$ cat config.mk
export PLATFORM = sky130hd
export DESIGN_NAME = sparce_skip_ctrl
export DESIGN_NICKNAME = d
export VERILOG_FILES = /design/src/rtl/sparce_skip_ctrl.sv
export SDC_FILE = /design/constraint.sdc
export NUM_CORES = 1
export LEC_CHECK = 0
export CORE_ASPECT_RATIO = 0.9
export CORE_MARGIN = 4
export CORE_UTILIZATION = 55
export DETAILED_ROUTE_END_ITERATION = 8
export DONT_BUFFER_PORTS = 1
export PLACE_DENSITY = 0.74
export SLEW_MARGIN = 5
export SYNTH_ARGS = -nofsm -noshare
export SYNTH_HDL_FRONTEND = slang
export SYNTH_SLANG_ARGS = --single-unit
$ cat constraint.sdc
create_clock -name CLK -period 10.5 [get_ports CLK]
set_clock_uncertainty 0.2 [all_clocks]
set_input_delay 3.15 -clock CLK [delete_from_list [all_inputs] [get_ports CLK]]
set_output_delay 3.15 -clock CLK [all_outputs]
set_load 0.05 [all_outputs]
$ cat src/rtl/sparce_skip_ctrl.sv
// SparCE skip sequencer: tracks zero-valued registers from writeback, holds the
// software-programmed SASA table and raises a held fetch redirect on a table hit.
module sparce_skip_ctrl #(
  parameter int unsigned SASA_ENTRIES = 4,
  parameter logic [31:0] SASA_BASE    = 32'h0000_2000,
  parameter int unsigned HOLDOFF      = 2
) (
  input  logic        CLK,
  input  logic        RST,
  input  logic [31:0] pc,
  input  logic        pc_valid,
  input  logic        wb_en,
  input  logic [4:0]  wb_rd,
  input  logic [31:0] wb_data,
  input  logic        sasa_wen,
  input  logic [31:0] sasa_addr,
  input  logic [31:0] sasa_data,
  input  logic        redirect_ack,
  output logic [31:0] sparce_target,
  output logic        skipping
);

  localparam int unsigned IDX_W       = (SASA_ENTRIES > 1) ? $clog2(SASA_ENTRIES) : 1;
  localparam logic [31:0] STAGE_ADDR  = SASA_BASE;
  localparam logic [31:0] COMMIT_ADDR = SASA_BASE + 32'd4;

  typedef enum logic {CFG_IDLE, CFG_STAGED} cfg_state_t;
  typedef enum logic [1:0] {SK_IDLE, SK_REDIRECT, SK_HOLDOFF} skip_state_t;

  cfg_state_t              r_cfg_state;
  skip_state_t             r_skip_state;
  logic [31:0]             r_srf;
  logic [31:0]             r_stage_pc;
  logic [3:0]              r_hold;
  logic [SASA_ENTRIES-1:0] r_valid;
  logic [31:0]             r_epc [SASA_ENTRIES];
  logic [4:0]              r_rs  [SASA_ENTRIES];
  logic [7:0]              r_len [SASA_ENTRIES];

  logic [SASA_ENTRIES-1:0] w_cond_zero;
  logic [SASA_ENTRIES-1:0] w_hit;
  logic                    w_any_hit;
  logic [IDX_W-1:0]        w_hit_idx;
  logic [31:0]             w_hit_target;
  logic [IDX_W-1:0]        w_commit_idx;
  logic                    w_unused_cfg_bits;

  assign w_commit_idx      = sasa_data[16 +: IDX_W];
  assign w_unused_cfg_bits = ^{sasa_data[30:16], sasa_data[7:5], sasa_data[1:0]};

  // Per-entry hit, with same-cycle writeback forwarded ahead of the SRF
  always_comb begin
    w_cond_zero = '0;
    w_hit       = '0;
    for (int i = 0; i < int'(SASA_ENTRIES); i++) begin
      if (wb_en && (wb_rd == r_rs[i]) && (r_rs[i] != 5'd0))
        w_cond_zero[i] = (wb_data == 32'd0);
      else
        w_cond_zero[i] = r_srf[r_rs[i]];
      w_hit[i] = r_valid[i] && (pc == r_epc[i]) && (r_len[i] != 8'd0) && w_cond_zero[i];
    end
  end

  // Lowest-index hit wins
  always_comb begin
    w_any_hit = |w_hit;
    w_hit_idx = '0;
    for (int i = int'(SASA_ENTRIES) - 1; i >= 0; i--) begin
      if (w_hit[i]) w_hit_idx = IDX_W'(i);
    end
    w_hit_target = r_epc[w_hit_idx] + (32'(r_len[w_hit_idx]) << 2);
  end

  always_ff @(posedge CLK) begin
    if (RST) begin
      r_srf         <= 32'h0000_0001;
      r_valid       <= '0;
      r_stage_pc    <= '0;
      r_cfg_state   <= CFG_IDLE;
      r_skip_state  <= SK_IDLE;
      r_hold        <= '0;
      skipping      <= 1'b0;
      sparce_target <= '0;
    end else begin
      if (wb_en && (wb_rd != 5'd0)) r_srf[wb_rd] <= (wb_data == 32'd0);

      // A commit lands only after a stage; stray commits are dropped
      case (r_cfg_state)
        CFG_IDLE: begin
          if (sasa_wen && (sasa_addr == STAGE_ADDR)) begin
            r_stage_pc  <= {sasa_data[31:2], 2'b00};
            r_cfg_state <= CFG_STAGED;
          end
        end
        CFG_STAGED: begin
          if (sasa_wen && (sasa_addr == STAGE_ADDR)) begin
            r_stage_pc <= {sasa_data[31:2], 2'b00};
          end else if (sasa_wen && (sasa_addr == COMMIT_ADDR)) begin
            r_valid[w_commit_idx] <= sasa_data[31];
            r_epc[w_commit_idx]   <= r_stage_pc;
            r_rs[w_commit_idx]    <= sasa_data[4:0];
            r_len[w_commit_idx]   <= sasa_data[15:8];
            r_cfg_state           <= CFG_IDLE;
          end
        end
        default: r_cfg_state <= CFG_IDLE;
      endcase

      // Redirect is held, target frozen, until fetch acknowledges
      case (r_skip_state)
        SK_IDLE: begin
          if (pc_valid && w_any_hit) begin
            sparce_target <= w_hit_target;
            skipping      <= 1'b1;
            r_skip_state  <= SK_REDIRECT;
          end
        end
        SK_REDIRECT: begin
          if (redirect_ack) begin
            skipping     <= 1'b0;
            r_hold       <= 4'(HOLDOFF);
            r_skip_state <= SK_HOLDOFF;
          end
        end
        SK_HOLDOFF: begin
          if (r_hold <= 4'd1) begin
            r_hold       <= '0;
            r_skip_state <= SK_IDLE;
          end else begin
            r_hold <= r_hold - 4'd1;
          end
        end
        default: r_skip_state <= SK_IDLE;
      endcase
    end
  end

endmodule

==> flow_summary.yaml <==
clock_tree:
  htree_num_levels: 1
  clkTransAtPathRegs_ps: 60
  clock_latency_ps: 550
  cts_resized: 0
  cts_sinks: 276
  cts_tree: "yes"
  cts_root_buf: "clkbuf_16"
  cts_setup_buffers: 0
  cts_buffers: 28
  cts_buffer_depth: 3
  cts_hold_buf: 0
cells_and_area:
  fin_area_mm2: 0.01642
  nets: 1556
  drive_above_1_share: 0.08754
  area_growth_pct: 7.678
  num_antenna_cells: 0
  final_common_cell: "edfxtp_1"
  fillers: 2279
  mostFrequentLayoutCells: "edfxtp_1, xnor2_1, mux2i_1, dfxtp_1, nor2_1"
timing:
  setup_viol: 0
  finalCritPeriodShare: 0.8800
  finalHoldViolations: 0
  setup_tns_ps: 0
  setup_ws_ps: 1260
  rsz0062_at_grt: "false"
  tightest_slew_ps: 1072
  max_slew_margin: 0.2739
  clock.fmax_mhz: 108.2
  min_period_ps: 9240
  maxSlewViolCount: 0
yosys:
  synth_cells: 1437
  synthArstFlopShare: 0
  synth_edf_count: 172
  yosys.area.top_type_share: 0.3386
  yosysSeqAreaShare: 0.4751
  synth_area_mm2: 0.01525
  synth-compound-area-share: 0.1239
  yosysTopAreaCell: "edfxtp_1"
  synth-simple-area-share: 0.1769
  synth_flop_cell: "edfxtp_1"
  synth_fa_ha_area_frac: 0.009515
  avgSynthCellArea_um2: 10.61
  yosysWarningCount: 0
  synth_top_family_by_area: "simple AND/OR/NAND/NOR gates"
  muxShareOfSynthArea: 0.09089
  synth_xor_area_frac: 0.09015
  yosys-top-cells-area: "edfxtp_1, dfxtp_1, mux2i_1"
  synthDistinctLibCells: 86
  synth_seq_cells: 276
worst_setup_path:
  path_class: "in -> reg"
  crit_path_frequent_cell: "o21ai_0"
  path_cells: "xor2_1 > nor4_1 > nand4_1 > a2111oi_4 > a21boi_2 > o211a_2 > mux2i_1 > a21oi_1 > ha_1 > inv_1 > fa_1 > nor2b_1 > o21ai_0 > a21boi_0 > o21ai_0 > a21oi_1 > o21ai_0 > o2bb2a_1 > nand3_1 > nor2_2 > nand4_1 > xnor2_1 > a211oi_1"
  slowest_stage: "a2111oi_4"
  cp_max_fo: 22
  worstPathArrival_ps: 9490
  end_kind: "register"
  crit_required_ps: 10750
  startpoint_type: "input pin"
  slowest_delay_ps: 650
drt:
  drc_errors: 0
  wl_mm: 50.35
  drtIter0Drc: 1288
  vias_per_cell: 6.664
  firstDrtPassIters: 5
  wl_per_cell_um: 28.26
  vias: 11876
  ant_nets: 0
place:
  dpl_cell_area_mm2: 0.01547
  numPortBuffers: 0
  gp_congestion: 1.003
  dp_slack_ps: 853.1
  place_hpwl_mm: 38.05
power_and_ir_drop:
  power.density_mw_per_mm2: 135.4
  irDropWorstVdd_mv: 0.1440
  leakage_nw: 4.966
grt:
  antenna_found_initial: 1
  grt_max_degree: 104
  grt_pass1_wl_mm: 73.48
  grt_overflow: 0
  grt_use_total: 0.3200
  first_global_vias: 11180
floorplan:
  die_h_um: 166.0
  initial_utilization: 0.5614
  die_width_um: 183.5
  core_mm2: 0.02717
  rows: 57
  ios: 172
  die_area_mm2: 0.03046
worst_hold_path:
  hp-class: "reg -> reg"
run_status:
  status: "finished clean"
run:
  maxCapViolations: 0
==> critical path: cells and delay by family <==
kind,cells,cell delay [ps]
AOI/OAI and AO/OA,11,3500
and+or+nand+nor,6,1670
adders and majority gates,2,580
xor gates and xnor gates,2,340
muxes,1,150
buffers and inverters,1,50
==> sequential cells by signal (all words and copies together) (netlist names) <==
| register | flops |
|---|---|
| sparce_target | 30 |
| skipping | 1 |
| r_hold | 4 |
| r_cfg_state | 1 |
| r_skip_state | 2 |
| r_valid | 4 |
| r_stage_pc | 30 |
| r_len | 32 |
| r_epc | 120 |
| r_srf | 32 |
| r_rs | 20 |
==> per-layer routing <==
layer,vias to the layer above,GRT usage,part of all wire
met5,-,0,0
li1,5340,-,-
met1,5805,0.4617,0.42
met4,0,0.08096,0.031
met2,641,0.4775,0.44
met3,90,0.09155,0.11
==> through the flow <==
| step | power [mW] | hold slack [ps] | instances | util |
|---|---|---|---|---|
| 6_report | 2.224 | 290.0 | 1782 | 0.6045 |
| 5_1_grt | 2.289 | 312.6 | 1782 | 0.6045 |
| 4_1_cts | 2.241 | 293.2 | 1782 | 0.6045 |
| 3_5_place_dp | 1.223 | 277.5 | 1730 | 0.5694 |
| 3_3_place_gp | 1.224 | 263.9 | 1730 | 0.5694 |
| 2_1_floorplan | 1.216 | 248.6 | 1438 | - |
==> cell type report <==
| type | count | area [µm²] | area share |
|---|---|---|---|
| clock inverters | 9 | 80.08 | 0.004875 |
| multi-input cells | 1055 | 7545 | 0.4594 |
| inverters | 27 | 101.3 | 0.006170 |
| flip-flops and latches | 276 | 7247 | 0.4412 |
| well taps | 354 | 442.9 | 0.02697 |
| repair buffers | 18 | 135.1 | 0.008227 |
| clock buffers | 43 | 873.3 | 0.05317 |
==> cells by family (layout without fill, tap and decap cells) <==
group / after synthesis / count (layout)
AOI/OAI and AO/OA: 265 / 265
xor gates and xnor gates: 157 / 157
adders and majority gates: 11 / 11
buffers and inverters: 107 / 97
DFF: 276 / 276
muxes: 123 / 123
other: 1 / 2
and+or+nand+nor: 497 / 497
==> cells in the mapped netlist (10+ instances only) <==
library cell / n
a211oi_1: 36
a21oi_1: 87
buf_2: 17
buf_4: 12
clkbuf_1: 37
dfxtp_1: 104
edfxtp_1: 172
ha_1: 10
inv_1: 27
mux2i_1: 107
mux4_2: 12
nand2_1: 93
nand2b_1: 22
nand3_1: 46
nand3b_1: 12
nand4_1: 50
nor2_1: 101
nor2b_1: 28
nor3_1: 20
nor4_1: 34
o21ai_0: 31
o311ai_0: 10
or3_1: 26
or4_1: 12
xnor2_1: 110
xor2_1: 47
==> power by group <==
part	switching (mW)	leakage (nW)	internal, mW	total, mW
clock	0.425	0.466	0.597	1.02
combinational	0.0376	2.37	0.0232	0.0608
sequential	0.0000000000400	2.13	1.14	1.14
total	0.462	4.97	1.76	2.22
==> final timing paths <==
check             cells past startpoint        start                end  slack (ps)
setup / recovery                     23       pc[19]  sparce_target[28]        1260
hold / removal                        2  r_cfg_state        r_cfg_state         290
setup reg to reg                     23   r_rs[1][2]  sparce_target[28]        3140
hold reg to reg                       2  r_cfg_state        r_cfg_state         290
(Power assumes the default switching activity.)
